===== config.mk =====
export PLATFORM = sky130hd
export DESIGN_NAME = ps2_host_tx
export DESIGN_NICKNAME = d
export VERILOG_FILES = /design/src/rtl/ps2_host_tx.sv
export SDC_FILE = /design/constraint.sdc
export NUM_CORES = 1
export LEC_CHECK = 0
export ABC_CLOCK_PERIOD_IN_PS = 5300
export CORE_UTILIZATION = 63
export CTS_CLUSTER_SIZE = 8
export DETAILED_ROUTE_END_ITERATION = 7
export HOLD_SLACK_MARGIN = 0.05
export MAX_ROUTING_LAYER = met4
export PLACE_DENSITY = 0.85
export SYNTH_ARGS = -nofsm -noshare
export SYNTH_HDL_FRONTEND = slang
export SYNTH_SLANG_ARGS = --single-unit

===== constraint.sdc =====
create_clock -name clk -period 5.3 [get_ports clk]
set_input_delay 1.06 -clock clk [delete_from_list [all_inputs] [get_ports clk]]
set_output_delay 1.06 -clock clk [all_outputs]
set_load 0.01 [all_outputs]

===== src/rtl/ps2_host_tx.sv =====
// PS/2 host-to-device command transmitter: inhibit, request-to-send, 11-bit frame, ACK check.
// Optional watchdog abort enabled by defining PS2_TX_TIMEOUT_EN.
module ps2_host_tx #(
    parameter int INHIBIT_CYCLES = 5000,
    parameter int TIMEOUT_CYCLES = 750000
) (
    input  logic       clk,
    input  logic       clrn,
    input  logic       ps2_clk,
    input  logic       ps2_data,
    input  logic       wrn,
    input  logic [7:0] din,
    output logic       ps2_clk_low,
    output logic       ps2_data_low,
    output logic       busy,
    output logic       done,
    output logic       ack_err,
    output logic       timeout
);

    localparam logic [2:0] ST_IDLE      = 3'd0;
    localparam logic [2:0] ST_INHIBIT   = 3'd1;
    localparam logic [2:0] ST_RTS       = 3'd2;
    localparam logic [2:0] ST_SHIFT     = 3'd3;
    localparam logic [2:0] ST_ACK       = 3'd4;
    localparam logic [2:0] ST_WAIT_IDLE = 3'd5;

    localparam logic [19:0] INH_LAST = 20'(INHIBIT_CYCLES - 1);

    logic [1:0]  clk_sync_q;
    logic        clk_prev_q;
    logic [1:0]  data_sync_q;
    logic        clk_s;
    logic        data_s;
    logic        clk_fall;

    logic [2:0]  state_q,    state_d;
    logic [7:0]  data_q,     data_d;
    logic        parity_q,   parity_d;
    logic [3:0]  bit_cnt_q,  bit_cnt_d;
    logic [19:0] cnt_q,      cnt_d;
    logic        clk_low_q,  clk_low_d;
    logic        data_low_q, data_low_d;
    logic        busy_q,     busy_d;
    logic        done_q,     done_d;
    logic        ack_err_q,  ack_err_d;
    logic [19:0] cnt_inc;

`ifdef PS2_TX_TIMEOUT_EN
    localparam logic [19:0] WD_LAST = 20'(TIMEOUT_CYCLES - 1);
    logic        timeout_q,  timeout_d;
`endif

    // The PS/2 lines are asynchronous to clk; the third clock flop gives the edge reference.
    always_ff @(posedge clk or negedge clrn) begin
        if (!clrn) begin
            clk_sync_q  <= 2'b11;
            clk_prev_q  <= 1'b1;
            data_sync_q <= 2'b11;
        end else begin
            clk_sync_q  <= {clk_sync_q[0], ps2_clk};
            clk_prev_q  <= clk_sync_q[1];
            data_sync_q <= {data_sync_q[0], ps2_data};
        end
    end

    assign clk_s    = clk_sync_q[1];
    assign data_s   = data_sync_q[1];
    assign clk_fall = clk_prev_q & ~clk_s;
    assign cnt_inc  = (&cnt_q) ? cnt_q : cnt_q + 20'd1;

    always_comb begin
        // NOTE: every variable gets a default before the case so no latch can be inferred.
        state_d    = state_q;
        data_d     = data_q;
        parity_d   = parity_q;
        bit_cnt_d  = bit_cnt_q;
        cnt_d      = cnt_q;
        clk_low_d  = clk_low_q;
        data_low_d = data_low_q;
        busy_d     = busy_q;
        done_d     = 1'b0;
        ack_err_d  = ack_err_q;
`ifdef PS2_TX_TIMEOUT_EN
        timeout_d  = timeout_q;
`endif

        case (state_q)
            ST_IDLE: begin
                clk_low_d  = 1'b0;
                data_low_d = 1'b0;
                busy_d     = 1'b0;
                if (!wrn) begin
                    data_d    = din;
                    parity_d  = ~^din;
                    ack_err_d = 1'b0;
`ifdef PS2_TX_TIMEOUT_EN
                    timeout_d = 1'b0;
`endif
                    busy_d    = 1'b1;
                    cnt_d     = 20'd0;
                    clk_low_d = 1'b1;
                    state_d   = ST_INHIBIT;
                end
            end
            ST_INHIBIT: begin
                if (cnt_q == INH_LAST) begin
                    data_low_d = 1'b1;
                    cnt_d      = 20'd0;
                    state_d    = ST_RTS;
                end else begin
                    cnt_d = cnt_inc;
                end
            end
            ST_RTS: begin
                clk_low_d = 1'b0;
                bit_cnt_d = 4'd0;
                state_d   = ST_SHIFT;
            end
            ST_SHIFT: begin
                // Falls 1..8 put data LSB first, fall 9 parity, fall 10 releases for the stop bit.
                if (clk_fall) begin
                    if (bit_cnt_q < 4'd8) begin
                        data_low_d = ~data_q[bit_cnt_q[2:0]];
                    end else if (bit_cnt_q == 4'd8) begin
                        data_low_d = ~parity_q;
                    end else begin
                        data_low_d = 1'b0;
                        state_d    = ST_ACK;
                    end
                    if (bit_cnt_q != 4'd11) begin
                        bit_cnt_d = bit_cnt_q + 4'd1;
                    end
                end
            end
            ST_ACK: begin
                if (clk_fall) begin
                    ack_err_d = data_s;
                    state_d   = ST_WAIT_IDLE;
                end
            end
            ST_WAIT_IDLE: begin
                if (clk_s && data_s) begin
                    done_d  = 1'b1;
                    busy_d  = 1'b0;
                    state_d = ST_IDLE;
                end
            end
            default: begin
                clk_low_d  = 1'b0;
                data_low_d = 1'b0;
                busy_d     = 1'b0;
                state_d    = ST_IDLE;
            end
        endcase

`ifdef PS2_TX_TIMEOUT_EN
        // The counter restarts at RTS entry and doubles as the watchdog until the transfer ends.
        if (state_q inside {ST_RTS, ST_SHIFT, ST_ACK, ST_WAIT_IDLE}) begin
            if (cnt_q == WD_LAST) begin
                clk_low_d  = 1'b0;
                data_low_d = 1'b0;
                timeout_d  = 1'b1;
                ack_err_d  = 1'b1;
                done_d     = 1'b1;
                busy_d     = 1'b0;
                state_d    = ST_IDLE;
            end else begin
                cnt_d = cnt_inc;
            end
        end
`endif
    end

    // NOTE: sequential state uses non-blocking assignments so every flop samples pre-edge values.
    always_ff @(posedge clk or negedge clrn) begin
        if (!clrn) begin
            state_q    <= ST_IDLE;
            data_q     <= 8'd0;
            parity_q   <= 1'b0;
            bit_cnt_q  <= 4'd0;
            cnt_q      <= 20'd0;
            clk_low_q  <= 1'b0;
            data_low_q <= 1'b0;
            busy_q     <= 1'b0;
            done_q     <= 1'b0;
            ack_err_q  <= 1'b0;
        end else begin
            state_q    <= state_d;
            data_q     <= data_d;
            parity_q   <= parity_d;
            bit_cnt_q  <= bit_cnt_d;
            cnt_q      <= cnt_d;
            clk_low_q  <= clk_low_d;
            data_low_q <= data_low_d;
            busy_q     <= busy_d;
            done_q     <= done_d;
            ack_err_q  <= ack_err_d;
        end
    end

`ifdef PS2_TX_TIMEOUT_EN
    always_ff @(posedge clk or negedge clrn) begin
        if (!clrn) begin
            timeout_q <= 1'b0;
        end else begin
            timeout_q <= timeout_d;
        end
    end
    assign timeout = timeout_q;
`else
    assign timeout = 1'b0;
`endif

    assign ps2_clk_low  = clk_low_q;
    assign ps2_data_low = data_low_q;
    assign busy         = busy_q;
    assign done         = done_q;
    assign ack_err      = ack_err_q;

endmodule

Word-level counts from Yosys, hierarchy flattened --
Cells that the tools add are included.
Cells by class: add/sub/neg operators 2, $lt $le $gt $ge 2, eq/ne operators 17, muxes and demuxes 31, bitwise gates (word level) 7, reductions and logical operators 17
Operator list (number):
- $mux W20 | 3
- $pmux W20 S2 | 1
- $mux W3 | 7
- $add A20 B1 Y20 const B | 1
- $eq A20 B13 Y1 const B | 1
- $reduce_and A20 Y1 | 1
- $pmux W3 S6 | 1
- $ne A2 B2 Y1 const B | 8
- $reduce_and A3 Y1 | 4
- $mux W1 | 11
- $mux W4 | 2
- $pmux W4 S2 | 1
- $reduce_or A4 Y1 | 2
- $reduce_xnor A8 Y1 | 1
- $reduce_and A7 Y1 | 1
- $eq A3 B2 Y1 const B | 2
- $eq A3 B3 Y1 const B | 2
- $not A1 Y1 | 6
- $pmux W1 S3 | 2
- $reduce_bool A2 Y1 | 3
- $add A4 B1 Y4 const B | 1
- $eq A4 B4 Y1 const B | 1
- $lt A3 B4 Y1 const B | 1
- $lt A4 B4 Y1 const B | 1
- other kinds (10) | 12
Storage, ports and cells: bits in registers 46, output and inout bits 6

Depth between registers and ports, before layout --
depth after elaboration 6, depth in mapped cells 8, depth with buffers taken out 7

Worst setup path after synthesis --
OpenSTA, ideal clock, no wires.
path type input to register, from in wrn, to reg data_q[0], setup time 0.125 ns, data arrival time 1.978 ns, data required time 5.175 ns, slack 3.197 ns, stages on the path 4, path buffers 0, cell sequence nand2b_1 nand2_1 nor2_2 mux2_2
On the way: cells in the longest elaborated chain, start to end 2
Ends and longest elaborated chain:
- start, declared | line 11 | input logic wrn,
- $not A1 Y1 (no source line)
- $reduce_and A2 Y1 (no source line)
- end signal, assigned | line 190 | data_q <= data_d;
- end, declared | line 38 | logic [7:0] data_q, data_d;
Every way passes these cells. A chain may end at the register's enable or synchronous reset.

Final worst setup path --
from in wrn, to reg parity_q
On the way: cells in the longest elaborated chain, start to end 2
Ends and longest elaborated chain:
- $not A1 Y1 (no source line)
- $reduce_and A2 Y1 (no source line)
- end signal, assigned | line 191 | parity_q <= parity_d;
- end, declared | line 39 | logic parity_q, parity_d;
Every way passes these cells.

==> flow_metrics.py <==
metrics = {
    "run_status": {
        "status": "finished clean",
    },
    "floorplanning": {
        "rows": 22,
        "die_w_um": 65.9,
        "die_h_um": 65.9,
        "coreArea_um2": 3800,
        "start_util_pct": 67.7,
        "dieArea_um2": 4340,
        "pin_count": 19,
    },
    "critical_path": {
        "cpPeakStageDelay_ns": 0.48,
        "cp-start-kind": "input port",
        "cp_num_buf_inv": 1,
        "crit_chain": "clkdlybuf4s50_1 -> nand2b_1 -> nand2_1 -> nor2_2 -> mux2_2",
        "cp-endpoint": "parity_q$_DFFE_PN0P_",
        "cp.required_ns": 5.48,
        "end_kind": "flop",
        "cp_max_fo": 10,
        "slowest_stage": "clkdlybuf4s50_1",
        "startpoint": "wrn",
        "reg2reg_slack_ns": 2.81,
        "worstSetupPathType": "in -> reg",
        "rr_startpoint": "cnt_q[0]$_DFFE_PN0P_",
        "cp.depth": 5,
        "arrival_ns": 2.74,
        "r2r_end": "ps2_data_low$_DFFE_PN0P_",
        "r2r_cells": 6,
        "cp_top_family": "simple AND/OR/NAND/NOR gates",
    },
    "logic_synthesis": {
        "synth_top_area_share_pct": 39.9,
        "yosys_warnings": 0,
        "seq_area_frac_synth_pct": 45.0,
        "synth_seq_cells": 46,
        "netlist-cell-type-count": 59,
        "synth_fp_nets": 281,
        "netlist_area_um2": 2570,
        "synth_ff_type": "dfrtp_1",
        "avgSynthCellArea_um2": 9.70,
        "synthTopCellsByArea": "dfrtp_1, dfstp_2, nand2_1, mux2_2, xnor2_1",
        "synth_top_area_cell": "dfrtp_1",
        "yosysMostFrequentCell": "dfrtp_1",
        "synth_edf_count": 0,
        "syn_inst": 265,
        "async_flop_share_pct": 100,
        "ys_top_cells_by_count": "dfrtp_1, nand2_1, o21ai_0",
    },
    "timing": {
        "maxSlewHeadroom_pct": 32.9,
        "fin_crit_sh_pct": 48.3,
        "layout_min_cycle_time_ns": 2.56,
        "hold_viol": 0,
        "tns_ns": 0,
        "rsz0062_at_grt": "false",
        "layout_setup_ws_ns": 2.74,
        "fin_worst_skew_ns": 0.0118,
        "setup-violations-final": 0,
        "slew_violations": 0,
        "fmax_ghz": 0.391,
        "tightestPinTransition_ns": 0.995,
    },
    "detailed_routing": {
        "drt-vias-per-instance": 6.44,
        "wl_per_cell_um": 16.4,
        "detail-route-antenna-nets": 0,
        "via_count": 2099,
        "dr.pass1.iters": 4,
        "wl_um": 5330,
        "drtIter0Drc": 354,
        "post-route-drc-count": 0,
    },
    "clocking": {
        "cts_hold_buf": 0,
        "clock_latency_ns": 0.30,
        "cts_root_buf": "clkbuf_8",
        "cts_max_level": 2,
        "cts_tree": "yes",
        "cts_buffer_depth": 2,
        "cts_setup_buffers": 0,
        "cts_resized": 0,
        "cts_buffers": 5,
        "clk_pin_slew_ns": 0.09,
        "cts_num_sinks": 46,
    },
    "finish": {
        "fillers": 275,
        "area_delta_synth_final_pct": 9.34,
        "design_area_um2": 2810,
        "layout-drive-gt1-share_pct": 12.2,
        "layout.cells.non_filler": 326,
        "n_antenna_cell": 0,
        "final_net_count": 293,
    },
    "global_route": {
        "grt_overflow": 0,
        "antenna_found_initial": 0,
        "grt_pass1_vias": 1955,
        "grt_pass1_wl_um": 9480,
        "grt_max_degree": 47,
        "grtUsageTotal_pct": 30.0,
    },
    "placed_design": {
        "place_congestion": 0.910,
        "place_ws_ns": 2.48,
        "portBuffers": 17,
        "dpl.cell_count": 318,
        "dp.final_hpwl_um": 3640,
        "dpl_cell_area_um2": 2720,
    },
    "power": {
        "p_leak_nw": 1.17,
        "peakVddDrop_mv": 0.216,
        "power_density_nw_per_um2": 348,
    },
    "min_path": {
        "holdCritPathClass": "reg -> reg",
    },
    "run": {
        "drv_cap": 0,
    },
}
==> sequential cells by signal, indices dropped and copies added, names as in the netlist <==
name / count
parity_q: 1
clk_sync_q: 2
ack_err: 1
cnt_q: 20
busy: 1
ps2_clk_low: 1
state_q: 3
bit_cnt_q: 4
data_sync_q: 2
ps2_data_low: 1
clk_prev_q: 1
done: 1
data_q: 8
==> final cells by class <==
type	instances	area, µm²	area share, %
clock inverter	2	12.5	0.445
clock buffer	6	82.6	2.94
sequential	46	1160	41.2
multi-input combinational	199	1300	46.4
inverter	8	30.0	1.07
timing repair buffer	17	165	5.87
tap	48	60.1	2.14
==> how the worst min path moves through the flow <==
stage,startpoint,to,slack (ns),cells past startpoint
final,data_sync_q[0]$_DFF_PN1_,data_sync_q[1]$_DFF_PN1_,0.36,0
after global routing,data_sync_q[0]$_DFF_PN1_,data_sync_q[1]$_DFF_PN1_,0.36,0
after CTS,data_sync_q[0]$_DFF_PN1_,data_sync_q[1]$_DFF_PN1_,0.36,0
after detailed placement,data_sync_q[0]$_DFF_PN1_,data_sync_q[1]$_DFF_PN1_,0.35,0
after global placement,data_sync_q[0]$_DFF_PN1_,data_sync_q[1]$_DFF_PN1_,0.35,0
after floorplan,clk_sync_q[0]$_DFF_PN1_,clk_sync_q[1]$_DFF_PN1_,0.35,0
==> layer usage <==
metal	track usage (%)	share of wire [%]	wire, µm
met1	43.1	46	2460
met5	-	0	0
met2	43.4	47	2490
met4	8.15	1.4	75
met3	5.69	5.8	309
==> per-stage QoR <==
step,hold slack [ns],power [W],utilization [%]
floorplan,0.345,0.000666,-
global placement,0.347,0.000739,71.5
detailed placement,0.347,0.000755,71.5
CTS,0.361,0.000982,74.0
global route,0.363,0.00104,74.0
finish,0.360,0.000979,74.0
==> cell usage in the layout (no fill, tap or decap), types with 4 or more instances in the layout <==
cell type / count
inv_1: 8
nand2b_1: 5
nand3_1: 15
nor4_1: 6
clkdlybuf4s50_1: 16
a21oi_1: 11
dfrtp_1: 41
xnor2_1: 11
clkbuf_8: 6
a31oi_1: 12
nand4_1: 4
mux2_2: 9
nor3_1: 5
nand2_1: 28
o21ai_0: 18
a21o_1: 4
dfstp_2: 5
nor2_1: 15
a41oi_1: 4
==> worst register-to-register path: stages, from the launching register on <==
cell,delay (ns)
dfrtp_1,0.42
ha_1,0.24
nor4bb_1,0.31
nand3_1,0.18
o21ai_0,0.81
o32ai_1,0.19
a221oi_1,0.25
==> cells by family (layout without fill, tap and decap cells) <==
logic type / count (synthesis) / after routing / share of synthesized area (%)
AND/OR/NAND/NOR: 104 / 104 / 21.9
buffers and inverters: 20 / 33 / 4.28
XOR/XNOR: 13 / 13 / 4.43
other: 1 / 1 / 0.146
multiplexers: 13 / 13 / 6.47
AO/OA/AOI/OAI: 65 / 65 / 16.3
adder cells (fa/ha/maj): 3 / 3 / 1.46
flip-flops: 46 / 46 / 45.0
==> power breakdown <==
group / leakage [nW] / switching (W) / internal (W) / total [W]
sequential: 0.578 / 0.0000922 / 0.000439 / 0.000531
clock: 0.0472 / 0.000117 / 0.000105 / 0.000222
combinational: 0.541 / 0.0000997 / 0.000126 / 0.000226
Power figures use the tool's default switching activity.
